--- config.mk ---
export PLATFORM = sky130hd
export DESIGN_NAME = bin_to_bcd_seq
export DESIGN_NICKNAME = d
export VERILOG_FILES = /design/src/rtl/bin_to_bcd_seq.sv
export SDC_FILE = /design/constraint.sdc
export NUM_CORES = 1
export LEC_CHECK = 0
export CORE_MARGIN = 4
export CORE_UTILIZATION = 40
export DETAILED_ROUTE_END_ITERATION = 8
export PLACE_DENSITY_LB_ADDON = 0.08
export SYNTH_ARGS = -nofsm -noshare
export SYNTH_HDL_FRONTEND = slang
export SYNTH_SLANG_ARGS = --single-unit
--- constraint.sdc ---
create_clock -name clk -period 1.93 [get_ports clk]
set_input_delay 0.193 -clock clk [delete_from_list [all_inputs] [get_ports clk]]
set_output_delay 0.193 -clock clk [all_outputs]
set_load 0.01 [all_outputs]
--- src/rtl/bin_to_bcd_seq.sv ---
// Sequential signed-binary to BCD converter (shift-and-add-3, one bit per clock).
// Latency: start edge to done edge is BIT_SIZE+1 clocks; outputs are registered.
// Backpressure: none; start is ignored while busy, and a start in the done cycle is accepted.
module bin_to_bcd_seq #(
    parameter int BIT_SIZE = 20,
    parameter int DIGITS   = 6
) (
    input  logic                  clk,
    input  logic                  rst,
    input  logic                  start,
    input  logic [BIT_SIZE-1:0]   number,
    input  logic                  is_signed,
    output logic                  busy,
    output logic                  done,
    output logic [4*DIGITS-1:0]   bcd,
    output logic                  negative,
    output logic [2:0]            msd_index,
    output logic                  overflow
);

    localparam int AW = 4 * DIGITS;
    localparam int CW = 6;
    localparam logic [BIT_SIZE-1:0] ONE   = BIT_SIZE'(1);
    localparam logic [AW-1:0]       NINES = {DIGITS{4'h9}};

    typedef enum logic [1:0] {
        ST_IDLE  = 2'd0,
        ST_SHIFT = 2'd1,
        ST_DONE  = 2'd2
    } state_t;

    state_t              state_q, state_d;
    logic [BIT_SIZE-1:0] bin_q, bin_d;
    logic [AW-1:0]       acc_q, acc_d;
    logic                ovf_q, ovf_d;
    logic                neg_q, neg_d;
    logic [CW-1:0]       cnt_q, cnt_d;
    logic                busy_q, busy_d;
    logic                done_q, done_d;
    logic [AW-1:0]       bcd_q, bcd_d;
    logic                negative_q, negative_d;
    logic [2:0]          msd_q, msd_d;
    logic                overflow_q, overflow_d;

    logic                neg_in;
    logic [BIT_SIZE-1:0] abs_in;
    logic [AW-1:0]       adj;
    logic [AW-1:0]       fin_bcd;
    logic [2:0]          msd_calc;

    // Sign and magnitude of the incoming operand; the most negative value maps to 2^(BIT_SIZE-1).
    always_comb begin
        neg_in = is_signed & number[BIT_SIZE-1];
        abs_in = neg_in ? ((~number) + ONE) : number;
    end

    // Add-3 correction on every nibble >= 5; each nibble wraps within 4 bits, no carry between digits.
    always_comb begin
        adj = acc_q;
        for (int i = 0; i < DIGITS; i++) begin
            if (acc_q[4*i +: 4] >= 4'd5) begin
                adj[4*i +: 4] = acc_q[4*i +: 4] + 4'd3;
            end
        end
    end

    // Final digit pattern (saturated on overflow) and index of its highest non-zero digit.
    always_comb begin
        fin_bcd  = ovf_q ? NINES : acc_q;
        msd_calc = 3'd0;
        for (int i = 0; i < DIGITS; i++) begin
            if (fin_bcd[4*i +: 4] != 4'd0) begin
                msd_calc = 3'(i);
            end
        end
    end

    // Next-state and datapath control for the IDLE -> SHIFT -> DONE sequence.
    always_comb begin
        state_d    = state_q;
        bin_d      = bin_q;
        acc_d      = acc_q;
        ovf_d      = ovf_q;
        neg_d      = neg_q;
        cnt_d      = cnt_q;
        busy_d     = busy_q;
        done_d     = 1'b0;
        bcd_d      = bcd_q;
        negative_d = negative_q;
        msd_d      = msd_q;
        overflow_d = overflow_q;

        unique case (state_q)
            ST_IDLE: begin
                if (start) begin
                    neg_d   = neg_in;
                    bin_d   = abs_in;
                    acc_d   = '0;
                    ovf_d   = 1'b0;
                    cnt_d   = '0;
                    busy_d  = 1'b1;
                    state_d = ST_SHIFT;
                end
            end
            ST_SHIFT: begin
                // A bit leaving the top digit means the value needs more digits than we have.
                acc_d = {adj[AW-2:0], bin_q[BIT_SIZE-1]};
                bin_d = {bin_q[BIT_SIZE-2:0], 1'b0};
                ovf_d = ovf_q | adj[AW-1];
                cnt_d = cnt_q + CW'(1);
                if (cnt_q == CW'(BIT_SIZE - 1)) begin
                    state_d = ST_DONE;
                end
            end
            ST_DONE: begin
                bcd_d      = fin_bcd;
                negative_d = neg_q;
                msd_d      = msd_calc;
                overflow_d = ovf_q;
                done_d     = 1'b1;
                busy_d     = 1'b0;
                state_d    = ST_IDLE;
            end
            default: begin
                state_d = ST_IDLE;
                busy_d  = 1'b0;
            end
        endcase
    end

    // State and output registers; reset aborts any conversion and clears the visible result.
    always_ff @(posedge clk) begin
        if (rst) begin
            state_q    <= ST_IDLE;
            bin_q      <= '0;
            acc_q      <= '0;
            ovf_q      <= 1'b0;
            neg_q      <= 1'b0;
            cnt_q      <= '0;
            busy_q     <= 1'b0;
            done_q     <= 1'b0;
            bcd_q      <= '0;
            negative_q <= 1'b0;
            msd_q      <= 3'd0;
            overflow_q <= 1'b0;
        end else begin
            state_q    <= state_d;
            bin_q      <= bin_d;
            acc_q      <= acc_d;
            ovf_q      <= ovf_d;
            neg_q      <= neg_d;
            cnt_q      <= cnt_d;
            busy_q     <= busy_d;
            done_q     <= done_d;
            bcd_q      <= bcd_d;
            negative_q <= negative_d;
            msd_q      <= msd_d;
            overflow_q <= overflow_d;
        end
    end

    assign busy      = busy_q;
    assign done      = done_q;
    assign bcd       = bcd_q;
    assign negative  = negative_q;
    assign msd_index = msd_q;
    assign overflow  = overflow_q;

endmodule

# Yosys cells after proc, flatten, opt, wreduce, memory -nomap -nowiden
# Index checks and enable logic that the tools add are counted.
[op_classes]
mux = 27
order_cmp = 6
add_sub_neg = 8
n_reduce_logical = 11
bitwise = 4
eq_ne = 5
[op_table]
columns = ["op", "count"]
rows = [
  ["$mux W24", 2],
  ["$pmux W24 S2", 1],
  ["$mux W20", 2],
  ["$pmux W20 S2", 1],
  ["$add A4 B2 Y4 const B", 6],
  ["$ge A4 B3 Y1 const B", 6],
  ["$mux W4", 6],
  ["$add A20 B1 Y20 const B", 1],
  ["$not A20 Y20", 1],
  ["$reduce_bool A4 Y1", 5],
  ["$mux W3", 4],
  ["$pmux W6 S2", 1],
  ["$reduce_and A2 Y1", 4],
  ["$add A6 B1 Y6 const B", 1],
  ["$eq A6 B5 Y1 const B", 1],
  ["$mux W6", 1],
  ["$mux W1", 4],
  ["$mux W2", 2],
  ["$ne A2 B2 Y1 const B", 2],
  ["$pmux W1 S2", 2],
  ["$pmux W2 S2", 1],
  ["$eq A2 B1 Y1 const B", 1],
  ["$eq A2 B2 Y1 const B", 1],
  ["$logic_not A2 Y1", 1],
  ["4 further kinds", 4],
]
[word_totals]
reg_bits = 85
out_inout_bits = 31
elab_cells = 73

# Longest topological paths before layout
[logic_depth]
depth_word = 7
mapped_depth = 7
mapped_depth_nobuf = 6

# Least setup slack after synthesis
# OpenSTA, ideal clock, no wires.
[synth_path]
path_type = "register to register"
startpoint = "reg state_q[0]"
endpoint = "reg bin_q[18]"
setup_slack_ns = 0.330
required_time_ns = 1.869
stages_incl_launch_ff = 7
arrival_time_ns = 1.540
n_path_buf = 2
cell_sequence = "dfxtp_1 -> buf_6 -> or4b_4 -> buf_6 -> a2111oi_2 -> a311oi_1 -> nand2_1"
[synth_via]
elab_chain_cells = 3
elab_cells_between_ends = 6
classes_between = "2 x eq/ne; 1 x mux; 3 x reduce/logical"
[synth_lines]
columns = ["element", "line", "text"]
rows = [
  ["start, declared", "32", "state_t state_q, state_d;"],
  ["start signal, assigned", "147", "state_q <= state_d;"],
  ["$eq A2 B1 Y1 or $logic_not A2 Y1 (tied branches)", "93", "unique case (state_q)"],
  ["$reduce_bool A2 Y1 (no source line) or $ne A2 B2 Y1 (tied branches)", "n/a", ""],
  ["$reduce_and A2 Y1 (no source line)", "n/a", ""],
  ["end signal, assigned", "148", "bin_q <= bin_d;"],
  ["end, declared", "33", "logic [BIT_SIZE-1:0] bin_q, bin_d;"],
]
# Several ways; a longest one is shown, not always the timed one.
# A chain may end at the register's enable or synchronous reset.

# Final worst setup path
[layout_path]
startpoint = "reg ovf_q"
endpoint = "reg msd_q[1] (netlist: msd_index[1])"
[layout_via]
elab_chain_cells = 6
elab_cells_between_ends = 9
classes_between = "5 x mux; 4 x reduce/logical"
[layout_lines]
columns = ["element", "line", "text"]
rows = [
  ["start, declared", "35", "logic ovf_q, ovf_d;"],
  ["start signal, assigned", "150", "ovf_q <= ovf_d;"],
  ["$mux W24 *", "69", "fin_bcd = ovf_q ? NINES : acc_q;"],
  ["$reduce_bool A4 Y1", "72", "if (fin_bcd[4*i +: 4] != 4'd0) begin"],
  ["$mux W3 (3 in a row)", "72", ""],
  ["$mux W3 *", "72", ""],
  ["end signal, assigned", "157", "msd_q <= msd_d;"],
  ["end, declared", "42", "logic [2:0] msd_q, msd_d;"],
]
# Mark *: on every way between the ends. The rest lies on a longest branch, timed or not.

==> results.cfg <==
[run_status]
status = finished clean

[setup_path]
worstSetupPathType = flop to flop
critical_path_arrival_ns = 1.97
path_cells = or4_1, or4_1, nand4_1, a21oi_1
cp-start-kind = flop
worstPathMaxFanout = 7
cp_common_cell = or4_1
slowest_delay_ns = 0.57
crit_path_end_kind = flop
required_ns = 2.15
crit_slowest_cell = or4_1

[timing]
period_minus_slack_ns = 1.75
hold_violations = 0
rsz0062_at_grt = no
finalCritPeriodShare = 0.908
finalWorstSetupSlack_ns = 0.179
drv_slew = 0
fmax_mhz = 571
clock_skew_ns = 0.00973
maxSlewHeadroom = 0.553
tightest_slew_ns = 0.670
hold_ws_ns = 0.290
setup_viol = 0

[synth]
synth_edf_count = 0
synth-async-reset-ratio = 0
syn-cell-area_um2 = 4200
synth_cell_types = 52
synth.most_common_cell = dfxtp_1
netlist_top_cells_area = dfxtp_1, a21oi_1, ha_1
synth_warnings = 0
synth_cells = 491
yosysTopAreaCell = dfxtp_1
yosys_register_bits = 85
ys_seq_area_frac = 0.406
synth_flop_cell = dfxtp_1
syn_avg_cell_area_um2 = 8.54
synth_top_area_frac = 0.406
synth_nets = 529
synth_commonest_cells = dfxtp_1, a21oi_1, nand2_1, nor2_1, clkbuf_1

[clock_tree]
cts_tree = built
clockBufferDepth = 2
clkLatencyLatePin_ns = 0.35
cts.clk_slew.worst_paths_ns = 0.08
numClockSinks = 85
htreeDepth = 3
cts_buffers = 9
cts_root_buffer = clkbuf_8
post-cts-setup-buffers = 0

[global_route]
grt_pass1_vias = 3653
antenna_found_initial = 0
grt_max_degree = 52
gr-total-overflow = 0
grt_pass1_wl_um = 17400
grt_usage = 0.168

[finish]
antennaDiodeCount = 0
multi_input_area_um2 = 2290
fin_area_um2 = 5260
num-fill-cells = 1025
syn2layout_area_growth_pct = 25.5
ff_latch_area_um2 = 1700
post-route-util = 0.512
fin_nets = 592
layout-drive-gt1-share = 0.109

[power]
combinationalPowerShare = 0.100
power_mw = 3.54
power_density_nw_per_um2 = 672
p_leak_nw = 1.89
switching_share = 0.234
internal-power_mw = 2.71
switching_power_mw = 0.829
seqPwrFrac = 0.513
clkPwrFrac = 0.387
ir_drop_mv = 0.290

[place]
dpl.hpwl_um = 7140
placed_area_um2 = 5040
port_buffers = 54
pre_cts_ws_ns = -0.339
gp_congestion = 0.778

[die]
start_util = 0.408
core_um2 = 10300
dieArea_um2 = 12200
io-pin-count = 55
floorplan.die.height_um = 110
fp-row-count = 37
die_w_um = 110

[min_path]
min_path_type = input pin to flop

[detailed_routing]
drtAntennaViolNets = 0
route.vias.total = 3728
drt-pass1-iter-count = 4
drc_errors = 0
drtIter0Drc = 158
finalWirelength_um = 10100
vias_per_cell = 5.37
wl_per_cell_um = 14.5

[flow_run]
maxCapViolations = 0
sequential cells by signal, indices dropped and copies added, names as in the netlist:
register and flops:
acc_q 24, bcd 24, bin_q 20, busy 1, cnt_q 6, done 1, msd_index 3, neg_q 1
negative 1, overflow 1, ovf_q 1, state_q 2
kinds of logic after synthesis:
| logic type | after synthesis | share of synthesized area |
|---|---|---|
| compound gates | 141 | 0.216 |
| xor+xnor | 26 | 0.0543 |
| fa+ha+maj | 14 | 0.0418 |
| buf+inv | 53 | 0.0519 |
| flops | 85 | 0.406 |
| mux | 9 | 0.0221 |
| simple gates | 163 | 0.208 |
timing repair:
action / 4_1_cts / 5_1_grt
gates resized for setup: 0 / 2
hold endpoints to repair: 0 / 0
hold buffers: 0 / 0
endpoints found under the setup margin: 0 / 19
power by group through the flow:
stage               Clock [mW]  Combinational [mW]  Sequential (mW)
floorplan                    0               0.198             1.85
global placement             0               0.351             1.86
detailed placement           0               0.354             1.86
CTS                       1.41               0.355             1.82
global route              1.48               0.389             1.82
finish                    1.37               0.354             1.82
layer usage:
metal  vias to the layer above  global-route usage  part of all wire
met3                        11              0.0258             0.037
met5                         -                   0                 0
li1                       1911                   -                 -
met1                      1732               0.212              0.47
met2                        74               0.284              0.48
met4                         0              0.0698             0.019
cell usage in the layout (no fill, tap or decap), types with 3 or more instances in the layout:
master and n:
nor3_1 24, and3_1 3, o22ai_1 13, or3_1 13
buf_12 3, a311oi_1 5, inv_1 18, a22o_1 12
nand2b_1 11, nand3_1 10, mux2i_1 7, buf_4 30
clkdlybuf4s50_1 53, nor2_1 29, o21ai_0 21, a21oi_1 52
nand2_1 38, xnor2_1 20, a31oi_1 4, nor4_1 4
ha_1 14, clkbuf_8 10, a22oi_1 17, xor2_1 6
or4_1 5, a41oi_1 3, nand3b_1 7, nand4_1 3
dfxtp_1 85
final timing paths:
kind	cells after the start	slack [ns]	startpoint	end
max	4	0.18	ovf_q	msd_index[1]
min	3	0.29	rst	bin_q[3]
max reg2reg	4	0.18	ovf_q	msd_index[1]
min reg2reg	2	0.45	bcd[13]	bcd[13]
critical path: cells and delay by family, from the launching register on:
family | cells | cell delay (ns)
AO/OA/AOI/OAI | 1 | 0.07
flip-flops | 1 | 0.38
AND/OR/NAND/NOR | 3 | 1.17
area by class of cell:
| class | instances | share of cell area |
|---|---|---|
| inverter | 18 | 0.0128 |
| multi-input combinational | 353 | 0.435 |
| tap | 136 | 0.0323 |
| clock inverter | 4 | 0.0138 |
| clock buffer | 11 | 0.0269 |
| sequential | 85 | 0.323 |
| timing repair buffer | 87 | 0.156 |
through the flow:
| stage | cells | setup TNS [ns] |
|---|---|---|
| final | 694 | 0 |
| after global routing | 694 | 0 |
| after CTS | 694 | 0 |
| after detailed placement | 679 | -4.55 |
| after global placement | 679 | -3.96 |
| after floorplan | 491 | 0 |
Note: power is estimated with default switching activity, not from simulation.
